**src/rtl/d_fifo_drain_arbiter_pkg.sv**
```systemverilog
// rtl/d_fifo_drain_arbiter_pkg.sv - shared types and constants for the D-FIFO drain arbiter
package d_fifo_drain_arbiter_pkg;

  localparam int DEFAULT_DATA_W = 6;

  // Channel ids carried in the top bit of every merged word
  localparam logic CH_D0 = 1'b0;
  localparam logic CH_D1 = 1'b1;

  typedef enum logic [1:0] {
    ST_IDLE  = 2'd0,
    ST_RUN   = 2'd1,
    ST_DRAIN = 2'd2
  } state_t;

endpackage

```
**src/rtl/d_fifo_drain_arbiter_merge_skid_buf.sv**
```systemverilog
// rtl/d_fifo_drain_arbiter_merge_skid_buf.sv - 2-entry output skid buffer for the merged stream
//
// Ports:
//   clk, reset        rising-edge clock, synchronous active-high reset
//   s_tvalid, s_tdata enqueue port (write to tail)
//   m_tvalid, m_tdata head entry, valid whenever occ != 0
//   m_tready          downstream accepts the head entry
//   occ               number of buffered entries (0..2)
module merge_skid_buf #(
  parameter int W = 7
) (
  input  logic         clk,
  input  logic         reset,
  input  logic         s_tvalid,
  input  logic [W-1:0] s_tdata,
  output logic         m_tvalid,
  output logic [W-1:0] m_tdata,
  input  logic         m_tready,
  output logic [1:0]   occ
);

  logic [W-1:0] mem [2];
  logic         wr_ptr;
  logic         rd_ptr;
  logic         push;
  logic         pop;

  assign m_tvalid = (occ != 2'd0);
  assign m_tdata  = mem[rd_ptr];
  assign pop      = m_tvalid & m_tready;
  // Upstream credit keeps this from ever seeing a push into a full buffer
  // without a simultaneous pop; the guard just keeps the state consistent.
  assign push     = s_tvalid & ((occ != 2'd2) | pop);

  always_ff @(posedge clk) begin
    if (reset) begin
      mem[0] <= '0;
      mem[1] <= '0;
      wr_ptr <= 1'b0;
      rd_ptr <= 1'b0;
      occ    <= 2'd0;
    end else begin
      if (push) begin
        mem[wr_ptr] <= s_tdata;
        wr_ptr      <= ~wr_ptr;
      end
      if (pop) begin
        rd_ptr <= ~rd_ptr;
      end
      case ({push, pop})
        2'b10:   occ <= occ + 2'd1;
        2'b01:   occ <= occ - 2'd1;
        default: occ <= occ;
      endcase
    end
  end

endmodule

```
**src/rtl/d_fifo_drain_arbiter.sv**
```systemverilog
// rtl/d_fifo_drain_arbiter.sv - round-robin drain of D0/D1 FIFOs into one tagged stream
//
// Ports:
//   clk, reset                  rising-edge clock, synchronous active-high reset
//   enable                      allow new pops (buffered/in-flight words still drain)
//   fifo_empty_d0/d1            source FIFO empty flags
//   data_out_0/1                source FIFO read data, valid the cycle after a pop
//   pop_d0/pop_d1               pop strobes (combinational, at most one per cycle)
//   ready_in                    downstream accepts merged word
//   valid_out, merged_out       merged stream, merged_out = {channel_id, data}
//   count_d0/count_d1           saturating delivered-word counters
//   idle_out                    FSM is in IDLE
module d_fifo_drain_arbiter
  import d_fifo_drain_arbiter_pkg::*;
#(
  parameter int DATA_W    = DEFAULT_DATA_W,
  parameter int BUF_DEPTH = 2,
  parameter int CNT_W     = 8
) (
  input  logic              clk,
  input  logic              reset,
  input  logic              enable,
  input  logic              fifo_empty_d0,
  input  logic              fifo_empty_d1,
  input  logic [DATA_W-1:0] data_out_0,
  input  logic [DATA_W-1:0] data_out_1,
  output logic              pop_d0,
  output logic              pop_d1,
  input  logic              ready_in,
  output logic              valid_out,
  output logic [DATA_W:0]   merged_out,
  output logic [CNT_W-1:0]  count_d0,
  output logic [CNT_W-1:0]  count_d1,
  output logic              idle_out
);

  localparam logic [2:0]       DEPTH_L = 3'(BUF_DEPTH);
  localparam logic [CNT_W-1:0] CNT_MAX = {CNT_W{1'b1}};

  state_t      state;
  state_t      state_n;
  logic        last_grant;
  logic        inflight;
  logic        inflight_ch;
  logic        gnt_ch;
  logic        pop_any;
  logic        deq;
  logic        credit_ok;
  logic        d0_rdy;
  logic        d1_rdy;
  logic        any_rdy;
  logic        head_ch;
  logic [1:0]  occ;
  logic [DATA_W:0] enq_data;

  assign d0_rdy  = !fifo_empty_d0;
  assign d1_rdy  = !fifo_empty_d1;
  assign any_rdy = d0_rdy | d1_rdy;
  assign deq     = valid_out & ready_in;
  assign head_ch = merged_out[DATA_W];

  // A word popped now lands in the buffer next cycle; count it against the
  // space that will exist then, crediting a dequeue happening this cycle.
  assign credit_ok = ({1'b0, occ} + {2'b00, inflight}) < (DEPTH_L + {2'b00, deq});

  always_comb begin
    gnt_ch = CH_D0;
    if (d0_rdy && d1_rdy) begin
      gnt_ch = ~last_grant;
    end else if (d1_rdy) begin
      gnt_ch = CH_D1;
    end
  end

  assign pop_any = !reset && (state == ST_RUN) && enable && any_rdy && credit_ok;
  assign pop_d0  = pop_any && (gnt_ch == CH_D0);
  assign pop_d1  = pop_any && (gnt_ch == CH_D1);

  assign enq_data = {inflight_ch, (inflight_ch == CH_D1) ? data_out_1 : data_out_0};

  merge_skid_buf #(
    .W(DATA_W + 1)
  ) u_buf (
    .clk      (clk),
    .reset    (reset),
    .s_tvalid (inflight),
    .s_tdata  (enq_data),
    .m_tvalid (valid_out),
    .m_tdata  (merged_out),
    .m_tready (ready_in),
    .occ      (occ)
  );

  always_comb begin
    state_n = state;
    case (state)
      ST_IDLE:  if (enable && any_rdy) state_n = ST_RUN;
      ST_RUN:   if (!enable || !any_rdy) state_n = ST_DRAIN;
      ST_DRAIN: if (occ == 2'd0 && !inflight) state_n = (enable && any_rdy) ? ST_RUN : ST_IDLE;
      default:  state_n = ST_IDLE;
    endcase
  end

  assign idle_out = (state == ST_IDLE);

  always_ff @(posedge clk) begin
    if (reset) begin
      state       <= ST_IDLE;
      last_grant  <= CH_D1;
      inflight    <= 1'b0;
      inflight_ch <= CH_D0;
      count_d0    <= '0;
      count_d1    <= '0;
    end else begin
      state    <= state_n;
      inflight <= pop_any;
      if (pop_any) begin
        last_grant  <= gnt_ch;
        inflight_ch <= gnt_ch;
      end
      if (deq) begin
        if (head_ch == CH_D1) begin
          if (count_d1 != CNT_MAX) count_d1 <= count_d1 + CNT_W'(1);
        end else begin
          if (count_d0 != CNT_MAX) count_d0 <= count_d0 + CNT_W'(1);
        end
      end
    end
  end

endmodule

```
**config.mk**
```make
export PLATFORM = sky130hd
export DESIGN_NAME = d_fifo_drain_arbiter
export DESIGN_NICKNAME = d
export VERILOG_FILES = /design/src/rtl/d_fifo_drain_arbiter_pkg.sv /design/src/rtl/d_fifo_drain_arbiter_merge_skid_buf.sv /design/src/rtl/d_fifo_drain_arbiter.sv
export SDC_FILE = /design/constraint.sdc
export NUM_CORES = 1
export LEC_CHECK = 0
export CORE_MARGIN = 2
export CORE_UTILIZATION = 46
export CTS_BUF_LIST = sky130_fd_sc_hd__clkbuf_8
export CTS_CLUSTER_SIZE = 20
export DETAILED_ROUTE_END_ITERATION = 8
export PLACE_DENSITY = 0.83
export SLEW_MARGIN = 10
export SYNTH_ARGS = -nofsm -noshare
export SYNTH_HDL_FRONTEND = slang
export SYNTH_SLANG_ARGS = --single-unit
```
**constraint.sdc**
```tcl
create_clock -name clk -period 1.78 [get_ports clk]
set_input_delay 0.178 -clock clk [delete_from_list [all_inputs] [get_ports clk]]
set_output_delay 0.178 -clock clk [all_outputs]
set_load 0.01 [all_outputs]
```
; Yosys cells after proc, flatten, opt, wreduce, memory -nomap -nowiden
; Memory sizes are Yosys's and may differ from the RTL's. A register that Yosys moved wholly into a read port is not among the register bits.
; Cells that the tools add are included.
[classes]
add_sub_neg = 6
order_cmp = 1
n_eq_ne = 10
mux = 19
bitwise_logic = 9
reduce_logical = 24
[ops]
columns = operator, count
row1 = "adder 8 x 1 -> 8 bit, second input constant", 2
row2 = "!= test 8 bit, second input constant", 2
row3 = two-way mux 1 bit, 12
row4 = logical AND 1 bit, 9
row5 = AND reduction 3 bit, 3
row6 = two-way mux 7 bit, 1
row7 = OR reduction 7 bit, 1
row8 = logical NOT 1 bit, 6
row9 = two-way mux 2 bit, 3
row10 = two-way mux 6 bit, 1
row11 = one-hot mux 2 bit (3 select lines), 1
row12 = inverter 1 bit, 5
row13 = "equality test 2 x 1 -> 1 bit, second input constant", 2
row14 = "equality test 2 bit, second input constant", 2
row15 = logical NOT 2 bit, 2
row16 = "!= test 2 x 1 -> 1 bit, second input constant", 2
row17 = "!= test 2 bit, second input constant", 2
row18 = one-hot mux 2 bit (2 select lines), 1
row19 = nonzero test 2 bit, 2
row20 = adder 2 x 1 -> 3 bit, 1
row21 = "adder 2 x 1 -> 3 bit, first input constant", 1
row22 = < comparator 3 bit, 1
row23 = "adder 2 x 1 -> 2 bit, second input constant", 1
row24 = AND 1 bit, 2
row25 = 3 further kinds, 4
[totals]
regBits = 25
ramBits = 14
output_inout_bits = 27
elab_cells = 79
n_memories = 1
[memory_table]
columns = name, depth, width, rd, rd_ports_with_merged_regs, write_ports, line_no
row1 = u_buf.mem, 2, 7, 1, 1, 2, d_fifo_drain_arbiter_merge_skid_buf.sv:22  ; logic [W-1:0] mem [2];

; Longest topological paths before layout
; Gate-level depths: netlist (run 1).
[depth]
depth_word = 9
mapped_depth = 7
ltp_nobuf = 6

; Hierarchy
; From an unflattened synthesis (run 1), not the netlist that was laid out.
[unflattened]
hier_cells = 181
hier_area_um2 = 2000.7
[modules_own_cells]
columns = module, instances, cells_each, area_per_inst_um2, seq_area_each_um2
row1 = d_fifo_drain_arbiter, 1, 119, 1131.1, 420.4
row2 = merge_skid_buf, 1, 62, 869.6, 520.5

; Worst setup path after synthesis (run 1)
; OpenSTA, ideal clock, no wires.
[synth_timing]
path_type = flip-flop to flip-flop
start = reg with a tool-made name
end = reg count_d0[6]
arrival_ps = 1713
t_required_ps = 1710
slack_ps = -3
path_stages_with_launch = 7
path_buffers = 1
period_less_slack_ps = 1783
cell_sequence = dfxtp_1 > buf_6 > mux2i_4 > inv_2 > or4b_4 > or3_1 > a21oi_1
[synth_rtl]
columns = element, line_no
row1 = end signal: assignment, d_fifo_drain_arbiter.sv:125  ; if (count_d0 != CNT_MAX) count_d0 <= count_d0 + CNT_W'(1);
row2 = end: declaration, d_fifo_drain_arbiter.sv:32  ; output logic [CNT_W-1:0] count_d0,

==> impl_metrics.yaml, run 1 <==
sta:
  fin_crit_ns: 1.724
  maxSlewHeadroom_pct: 51.86
  skew_ns: 0.005399
  hold_violations: 0
  rsz0062_at_grt: "true"
  final_max_slew_viol_count: 0
  fmax_mhz: 580.0
  tightest_slew_ns: 0.7205
  timing.setup.tns_ns: 0
  layout_setup_ws_ns: 0.05584
  setup_viol: 0
  finalCritPeriodShare_pct: 96.86
synth:
  ys_seq_area_share_pct: 50.07
  syn_area_sq_um: 1879
  synthCells: 185
  synth_cell_types: 39
  syn_area_per_cell_sq_um: 10.16
  synth_seq_cells: 40
  synth_fp_nets: 208
  synth_warnings: 0
cells_and_area:
  nNetsFinal: 284
  nFillCells: 301
  multi_input_area_sq_um: 959.7
  regArea_sq_um: 950.9
  antenna_cells: 0
  mostFrequentLayoutCells: "34 x clkdlybuf4s50_1, 33 x nor2_1, 29 x buf_4"
  syn_to_final_growth_pct: 48.20
  mostFrequentLayoutCell: "clkdlybuf4s50_1"
  drive_above_1_share_pct: 26.34
critical_path:
  critical-path-max-stage-delay_ns: 0.46
  crit_required_ns: 1.80
  reg2reg_depth: 6
  r2r_setup_slack_ns: 0.06
  cp_max_fo: 7
  crit_chain: "buf_6 > o31ai_4 > buf_4 > or3b_2 > nand2b_1 > buf_12"
  crit_slowest_cell: "or3b_2"
  crit_family: "simple AND/OR/NAND/NOR gates"
  critPathCaptureType: "register"
  cp_num_buf_inv: 3
  worstSetupPathType: "reg2reg"
  critPathLaunchType: "register"
  r2r-start: "u_buf.occ[0]"
  worstPathArrival_ns: 1.74
  reg2reg_to: "u_buf.mem[1][0]"
placement:
  port-buffer-count: 44
  hpwlAfterDp_um: 3064
  place.gp.congestion: 0.8523
  post-place-ws_ns: -0.2994
outcome:
  status: "completed"
grt:
  grtUsageTotal_pct: 20.43
  use_met3_pct: 5.099
  globalRoute.busiestLayer: "met2"
  met2_usage_pct: 34.44
  grtUsageMet1_pct: 24.87
  grt_pass1_wl_um: 6996
  grt_remaining_overflow: 0
  grt_max_degree: 20
  antenna_found_initial: 0
  first_global_vias: 1592
detailed_routing:
  drc: 0
  via_per_inst: 5.359
  drt_iter0_drc: 115
  wirelength_um: 4540
  wl_per_cell_um: 14.55
  ant_nets: 0
  via_count: 1672
  drt_pre_antenna_iters: 4
min_path:
  hold_depth: 2
  holdPathEnd: "count_d1[5]"
  hp-class: "reg2reg"
  min_from: "count_d1[5]"
clock_tree:
  cts_root_buffer: "clkbuf_8"
  clk_latency_ns: 0.30
  max-clock-path-buffers: 2
  cts_tree: "done"
  clk_pin_slew_worst_paths_ns: 0.07
  cts_buffers: 5
  clock-sinks: 40
  h-tree-depth: 2
  cts_hold_buf: 0
floorplan:
  die_x_um: 67.92
  die_area_sq_um: 4612
  coreArea_sq_um: 3971
  dieHeight_um: 67.92
  start_util_pct: 47.32
  pin_count: 45
  rows: 23
power:
  swShare_pct: 23.10
  switching_power_uw: 419.1
  p_seq_share_pct: 54.1
  combPwrFrac_pct: 12.0
  clkPwrFrac_pct: 33.9
  p_int_uw: 1395
  vdd_drop_max_uv: 477.6
  leakagePower_uw: 0.001093
  power.density_nw_per_um2: 651.4
run:
  max-cap-violations: 0
==> metal layers <==
layer / part of all wire (%) / routed length (um)
met5: 0 / 0
met4: 2.6 / 116
met3: 4.2 / 192
met2: 54 / 2430
met1: 40 / 1800
==> power groups by stage <==
stage | clock network (uW) | logic, uW | registers [uW]
floorplan | 0 | 92.0 | 998
global placement | 0 | 202 | 998
detailed placement | 0 | 207 | 1000
CTS | 623 | 204 | 980
global route | 660 | 236 | 984
finish | 615 | 217 | 982
==> area by class of cell <==
cell class	count	share of cell area, %
inverter	9	1.213
tap	50	2.246
multi-input combinational	129	34.46
sequential	40	34.14
clock inverter	2	0.2695
timing repair buffer	76	24.71
clock buffer	6	2.965
==> cell families (layout without fill, tap and decap cells) <==
family / after synthesis / count (layout) / share of synthesized area (%)
AO/OA/AOI/OAI: 32 / 33 / 10.99
XOR/XNOR: 9 / 9 / 4.194
adder cells (fa/ha/maj): 5 / 5 / 3.329
buffers and inverters: 17 / 93 / 3.861
flip-flops: 40 / 40 / 50.07
multiplexers: 17 / 17 / 10.19
AND/OR/NAND/NOR: 65 / 65 / 17.38
==> synth_stat cells <==
| cell type | number | share of area [%] |
|---|---|---|
| a22oi_1 | 1 | 0.40 |
| o211ai_1 | 2 | 0.80 |
| nand2_1 | 3 | 0.60 |
| nand4b_1 | 1 | 0.47 |
| nand4_1 | 3 | 1.0 |
| a21boi_0 | 1 | 0.40 |
| inv_2 | 1 | 0.20 |
| buf_6 | 1 | 0.60 |
| ha_1 | 5 | 3.3 |
| nand2b_1 | 2 | 0.67 |
| o21bai_1 | 1 | 0.40 |
| nor2_1 | 33 | 6.6 |
| o31a_1 | 1 | 0.47 |
| mux2i_1 | 9 | 4.8 |
| or2_2 | 1 | 0.33 |
| xor2_1 | 5 | 2.3 |
| o31ai_1 | 5 | 2.0 |
| o21ai_0 | 7 | 1.9 |
| dfxtp_1 | 26 | 28 |
| a21bo_2 | 1 | 0.53 |
| nor3_1 | 1 | 0.27 |
| nor4_1 | 1 | 0.33 |
| inv_1 | 8 | 1.6 |
| edfxtp_1 | 14 | 22 |
| or4b_4 | 1 | 0.73 |
| and3_1 | 1 | 0.33 |
| a21oi_1 | 10 | 2.7 |
| buf_2 | 1 | 0.27 |
| xnor2_1 | 4 | 1.9 |
| nor2b_1 | 2 | 0.67 |
| or4_1 | 4 | 1.6 |
| o21ba_2 | 1 | 0.53 |
| nand3_1 | 5 | 1.3 |
| o2111ai_1 | 2 | 0.93 |
| or3_1 | 6 | 2.0 |
| clkbuf_1 | 6 | 1.2 |
| mux2i_4 | 1 | 1.2 |
| or3b_2 | 1 | 0.47 |
| mux2_2 | 7 | 4.2 |
==> metrics by stage <==
step / util, % / instance area [sq um] / hold WS (ns) / power, uW / std cells
floorplan: - / 1879 / 0.3676 / 1090 / 185
global placement: 65.00 / 2581 / 0.4841 / 1200 / 301
detailed placement: 65.00 / 2581 / 0.4957 / 1207 / 301
CTS: 67.33 / 2674 / 0.5074 / 1807 / 310
global route: 70.13 / 2785 / 0.5421 / 1881 / 312
finish: 70.13 / 2785 / 0.5064 / 1814 / 312
==> sequential cells by signal (all words and copies together), names as in the netlist, named ones only <==
register and count:
count_d0 8, count_d1 8, inflight 1, inflight_ch 1, last_grant 1, state 2
u_buf.mem 14, u_buf.occ 2, u_buf.rd_ptr 1, u_buf.wr_ptr 1
==> what timing repair did <==
action                     in CTS  in global routing
pin swaps                       3                  3
cloned                          0                  1
setup endpoints to repair      13                 20
setup buffers                   1                  1
resized for setup              20                 20
==> how the worst max path moves through the flow <==
stage                             from         endpoint  slack (ns)  cells after the start
after floorplan           u_buf.occ[1]  u_buf.mem[1][0]        0.02                      5
after global placement        ready_in      count_d1[2]       -0.21                      8
after detailed placement      ready_in      count_d1[7]       -0.30                      7
after CTS                     inflight           pop_d1       -0.01                      6
after global routing      u_buf.occ[0]           pop_d1       -0.04                      6
final                     u_buf.occ[0]  u_buf.mem[1][0]        0.06                      6
==> worst min-delay path, stage by stage, from the launching register on <==
cell	delay (ns)
dfxtp_1	0.34
o31ai_1	0.07
a21oi_1	0.05
Note: power is estimated with default switching activity, not from simulation.
==> run 2, diff against run 1 <==
--- a/config.mk
+++ b/config.mk
@@ -11,6 +11,7 @@
 export CTS_CLUSTER_SIZE = 20
 export DETAILED_ROUTE_END_ITERATION = 8
 export PLACE_DENSITY = 0.83
+export SETUP_SLACK_MARGIN = 0.5
 export SLEW_MARGIN = 10
 export SYNTH_ARGS = -nofsm -noshare
 export SYNTH_HDL_FRONTEND = slang
==> run 2 against run 1 <==
  * The flow now finishes with violations (negative setup slack)
  * Sequential share of layout area fell by 5.1 points
  * Highest routed layer unchanged
  * Cell area rose by 20%
  * Power rose by 15%
  * Clock power rose by 27%
  * Hold slack got worse by 0.016 ns
  * Largest cell class unchanged
==> impl_metrics.yaml, run 2 (synthesis gave the netlist of run 1 again) <==
outcome:
  status: "complete, but fails checks"
  violations: "negative setup slack"
detailed_routing:
  via_per_inst: 5.506
  ant_nets: 0
  via_count: 1806
  drt_iter0_drc: 120
  wirelength_um: 6368
  wl_per_cell_um: 19.41
  drt_pre_antenna_iters: 4
  drc: 0
critical_path:
  crit_family: "simple AND/OR/NAND/NOR gates"
  r2r_setup_slack_ns: -0.02
  crit_required_ns: 2.02
  critPathLaunchType: "register"
  reg2reg_depth: 5
  cp_max_fo: 4
  worstPathArrival_ns: 2.05
  r2r-start: "count_d0[1]"
  cp_num_buf_inv: 0
  critical-path-max-stage-delay_ns: 0.57
  crit_slowest_cell: "or4b_4"
  worstSetupPathType: "reg2reg"
  critPathCaptureType: "register"
  crit_chain: "ha_4 > nand3_4 > or4b_4 > or3_4 > a21oi_2"
  reg2reg_to: "count_d0[6]"
cells_and_area:
  largestRegisters: "u_buf.mem (14), count_d0 (8), count_d1 (8)"
  syn_to_final_growth_pct: 78.30
  design_area_sq_um: 3351
  drive_above_1_share_pct: 52.16
  stdcell_count: 328
  nNetsFinal: 300
  mostFrequentLayoutCell: "buf_6"
  antenna_cells: 0
  regMostFlops: "u_buf.mem"
  mostFrequentLayoutCells: "38 x buf_6, 21 x nor2_1, 17 x dlygate4sd2_1"
  largest_reg_flops: 14
floorplan:
  pin_count: 45
  start_util_pct: 47.32
  rows: 23
  die_area_sq_um: 4612
  die_x_um: 67.92
  dieHeight_um: 67.92
  coreArea_sq_um: 3971
grt:
  grt_max_degree: 17
  antenna_found_initial: 0
  grt_remaining_overflow: 0
  use_met3_pct: 5.757
  globalRoute.busiestLayer: "met2"
  grt_pass1_wl_um: 7748
  grtUsageMet1_pct: 24.14
  met2_usage_pct: 42.77
  grtUsageTotal_pct: 22.65
  first_global_vias: 1787
sta:
  tightest_slew_ns: 0.4603
  layout_setup_ws_ns: -0.02460
  finalCritPeriodShare_pct: 101.4
  hold_violations: 0
  skew_ns: 0.006023
  fin_crit_ns: 1.805
  final_max_slew_viol_count: 0
  fmax_mhz: 554.1
  maxSlewHeadroom_pct: 69.18
  hold_ws_ns: 0.4902
  setup_viol: 3
  rsz0062_at_grt: "true"
  timing.setup.tns_ns: -0.05676
clock_tree:
  cts_root_buffer: "clkbuf_8"
  clock-sinks: 40
  max-clock-path-buffers: 2
  cts_buffers: 5
  cts_hold_buf: 0
  cts_tree: "done"
  h-tree-depth: 2
  clk_latency_ns: 0.30
  clk_pin_slew_worst_paths_ns: 0.09
placement:
  port-buffer-count: 44
  place.gp.congestion: 0.7300
  dpl_cell_area_sq_um: 2590
  hpwlAfterDp_um: 3019
  post-place-cells: 289
run:
  max-cap-violations: 0
min_path:
  min_from: "count_d1[5]"
  hold_depth: 2
  hp-class: "reg2reg"
  holdPathEnd: "count_d1[5]"
power:
  power.density_nw_per_um2: 623.4
  leakagePower_uw: 0.001317
  vdd_drop_max_uv: 703.3
run 2: cell count changes in the layout (fill, tap and decap cells not counted), moves of 8 or more:
cell | previous run | this run
dlygate4sd2_1 | 6 | 17
buf_4 | 29 | 16
buf_6 | 2 | 38
clkdlybuf4s50_1 | 34 | 16
dfxtp_1 | 22 | 11
nor2_1 | 33 | 21
nor2_2 | 0 | 8
run 2: how the worst max path moves through the flow:
stage	startpoint	end	slack (ns)	cells after the start
floorplan	register	count_d0[6]	0.05	6
global placement	enable	pop_d1	-0.20	6
detailed placement	enable	pop_d1	-0.25	6
CTS	u_buf.occ[0]	pop_d1	0.03	7
global route	u_buf.occ[0]	u_buf.occ[1]	-0.07	9
finish	count_d0[1]	count_d0[6]	-0.02	5
run 2: worst register-to-register path, stage by stage, from the launching register on:
cell and delay (ns):
dfxtp_2 0.40, ha_4 0.18, nand3_4 0.12, or4b_4 0.57, or3_4 0.35, a21oi_2 0.13
run 2: power by group:
part / switching, uW / total, uW / leakage [uW] / internal [uW]
clock network: 365 / 780 / 0.0000541 / 416
registers: 19.7 / 980 / 0.000364 / 960
logic: 136 / 329 / 0.000899 / 193
total: 520 / 2090 / 0.00132 / 1570
run 2: final cells by class:
type / count / area (sq um)
tap: 50 / 62.56
clock inverter: 3 / 42.54
clock buffer: 5 / 68.82
sequential: 40 / 974.7
inverter: 9 / 41.29
fill: 196 / 620.6
multi-input combinational: 128 / 1259
timing repair buffer: 93 / 902.1
run 2: per-stage QoR:
stage	power (uW)	util [%]	setup slack (ns)
2_1_floorplan	1096	-	0.05449
3_3_place_gp	1200	65.22	-0.2002
3_5_place_dp	1206	65.22	-0.2541
4_1_cts	1992	76.28	0.03413
5_1_grt	2136	84.37	-0.07405
6_report	2089	84.37	-0.02460
run 2: timing repair:
action	CTS	global route
endpoints found under the hold margin	0	0
cloned	1	0
pin swaps	28	26
buffers inserted	20	10
endpoints found under the setup margin	79	63
resized for setup	115	57
run 2: metal layers:
| layer | up-vias | wire length, um |
|---|---|---|
| li1 | 851 | - |
| met1 | 872 | 2423 |
| met2 | 62 | 3388 |
| met3 | 21 | 310 |
| met4 | 0 | 245 |
| met5 | - | 0 |
==> run 3, diff against run 2 <==
--- a/config.mk
+++ b/config.mk
@@ -5,6 +5,7 @@
 export SDC_FILE = /design/constraint.sdc
 export NUM_CORES = 1
 export LEC_CHECK = 0
+export CORE_ASPECT_RATIO = 0.8
 export CORE_MARGIN = 2
 export CORE_UTILIZATION = 46
 export CTS_BUF_LIST = sky130_fd_sc_hd__clkbuf_8
==> run 3 against run 2 <==
  * The run still ends with negative setup slack left
  * Via count is 2.3% lower
  * Final cell count down 0.91%
  * Cell area fell by 7.2%
  * Clock power shrank 6.0%
  * Clock skew down 0.0029 ns
  * Power down 4.1%
  * Register-to-register slack got worse by 0.15 ns
  * Maximum frequency shrank 7.8%
  * Setup slack worse by 0.15 ns
  * Critical path type unchanged
  * Critical endpoint is now inflight_ch
  * Largest cell class unchanged
==> impl_metrics.yaml, run 3 (synthesis gave the netlist of run 1 again) <==
outcome:
  status: "complete, but fails checks"
  violations: "negative setup slack"
cells_and_area:
  largest_reg_flops: 14
  drive_above_1_share_pct: 45.19
  regArea_sq_um: 967.2
  syn_to_final_growth_pct: 65.51
  nFillCells: 206
  multi_input_area_sq_um: 1135
  regMostFlops: "u_buf.mem"
  largestRegisters: "u_buf.mem (14), count_d0 (8), count_d1 (8)"
  mostFrequentLayoutCells: "24 x nor2_1, 24 x buf_4, 22 x buf_6"
  nNetsFinal: 292
  antenna_cells: 0
critical_path:
  crit_required_ns: 1.97
  worstSetupPathType: "reg2reg"
  cp_max_fo: 2
  critical-path-max-stage-delay_ns: 0.36
  critPathLaunchType: "register"
  crit_chain: "ha_4 > ha_4 > o21ai_2 > nand4b_1 > buf_4 > buf_6 > buf_6 > buf_6 > buf_6 > mux2_4"
  worstPathArrival_ns: 2.15
  critPathCaptureType: "register"
  crit_slowest_cell: "dfxtp_4"
  crit_top_cell: "buf_6"
floorplan:
  coreArea_sq_um: 3854
  rows: 20
  die_area_sq_um: 4616
  dieHeight_um: 61.17
  die_x_um: 75.46
  start_util_pct: 48.77
  pin_count: 45
clock_tree:
  cts_buffers: 5
  h-tree-depth: 2
  clock-sinks: 40
  cts_hold_buf: 0
  cts_root_buffer: "clkbuf_8"
  clk_latency_ns: 0.30
  cts_tree: "done"
  max-clock-path-buffers: 2
  clk_pin_slew_worst_paths_ns: 0.08
detailed_routing:
  drt_pre_antenna_iters: 6
  via_per_inst: 5.428
  wirelength_um: 5674
  drc: 0
  via_count: 1764
  ant_nets: 0
  drt_iter0_drc: 90
  wl_per_cell_um: 17.46
power:
  vdd_drop_max_uv: 555.0
  power.density_nw_per_um2: 643.9
  leakagePower_uw: 0.001248
grt:
  grt_pass1_wl_um: 8079
  grtUsageTotal_pct: 24.63
  antenna_found_initial: 0
  first_global_vias: 1718
  grt_remaining_overflow: 0
  grt_max_degree: 18
sta:
  tightest_slew_ns: 0.4089
  maxSlewHeadroom_pct: 72.62
  skew_ns: 0.003100
  fmax_mhz: 511.0
  timing.setup.tns_ns: -0.9472
  rsz0062_at_grt: "true"
  fin_crit_ns: 1.957
  hold_violations: 0
  setup_viol: 15
  layout_setup_ws_ns: -0.1771
  final_max_slew_viol_count: 0
  finalCritPeriodShare_pct: 109.9
placement:
  post-place-ws_ns: -0.2663
  hpwlAfterDp_um: 2947
  place.gp.congestion: 0.7780
  port-buffer-count: 44
min_path:
  hp-class: "reg2reg"
run:
  max-cap-violations: 0
[run 3: changes by cell type in the layout (fill, tap and decap cells not counted), sizes merged]
cell	delta
buf	-8
clkdlybuf4s15	-1
clkdlybuf4s50	+1
clkinv	+1
clkinvlp	-1
[run 3: worst paths after layout]
check | start | slack, ns | depth (start not counted) | to
hold / removal | count_d1[6] | 0.51 | 2 | count_d1[6]
setup / recovery | u_buf.occ[0] | -0.18 | 10 | inflight_ch
hold reg to reg | count_d1[6] | 0.51 | 2 | count_d1[6]
setup reg to reg | u_buf.occ[0] | -0.18 | 10 | inflight_ch
[run 3: repair_timing]
action                                  in CTS  in global routing
resized for setup                          107                 21
gates cloned                                 0                  1
pin swaps                                   17                  9
endpoints found under the setup margin      78                 64
buffers inserted                            16                  6
[run 3: layout make-up]
| class | instances | share of cell area, % |
|---|---|---|
| Timing Repair Buffer | 85 | 25.62 |
| Clock inverter | 3 | 1.207 |
| Inverter | 9 | 1.167 |
| Sequential cell | 40 | 31.09 |
| Clock buffer | 5 | 2.212 |
| Tap cell | 55 | 2.212 |
| Multi-Input combinational cell | 128 | 36.48 |
[run 3: layer usage]
layer / share of wire, % / vias to the layer above / global-route usage [%]
li1: - / 835 / -
met1: 38 / 856 / 25.80
met2: 54 / 52 / 44.72
met3: 3.7 / 21 / 6.219
met4: 4.2 / 0 / 15.04
met5: 0 / - / 0
[run 3: per-stage QoR]
step / hold WS [ns] / std cells / total power (uW) / cell area, sq um / utilization [%]
after detailed placement: 0.5029 / 294 / 1203 / 2596 / 67.37
after floorplan: 0.3674 / 185 / 1096 / 2004 / -
final: 0.5144 / 325 / 2003 / 3110 / 80.71
after global placement: 0.4895 / 294 / 1197 / 2596 / 67.37
after global routing: 0.5218 / 325 / 2058 / 3110 / 80.71
after CTS: 0.4938 / 318 / 1972 / 2977 / 77.24
[run 3: where the power goes]
part / total, uW / switching, uW / internal, uW / leakage, uW
combinational: 289 / 119 / 171 / 0.000832
sequential: 981 / 18.8 / 962 / 0.000362
clock: 733 / 324 / 408 / 0.0000532
total: 2000 / 462 / 1540 / 0.00125
[run 3: critical path: cells and delay by family (launching register included)]
kind | cells | cell delay (ns)
AO/OA/AOI/OAI | 1 | 0.05
adder cells (fa/ha/maj) | 2 | 0.38
buffers and inverters | 5 | 0.60
flip-flops | 1 | 0.36
multiplexers | 1 | 0.28
AND/OR/NAND/NOR | 1 | 0.17
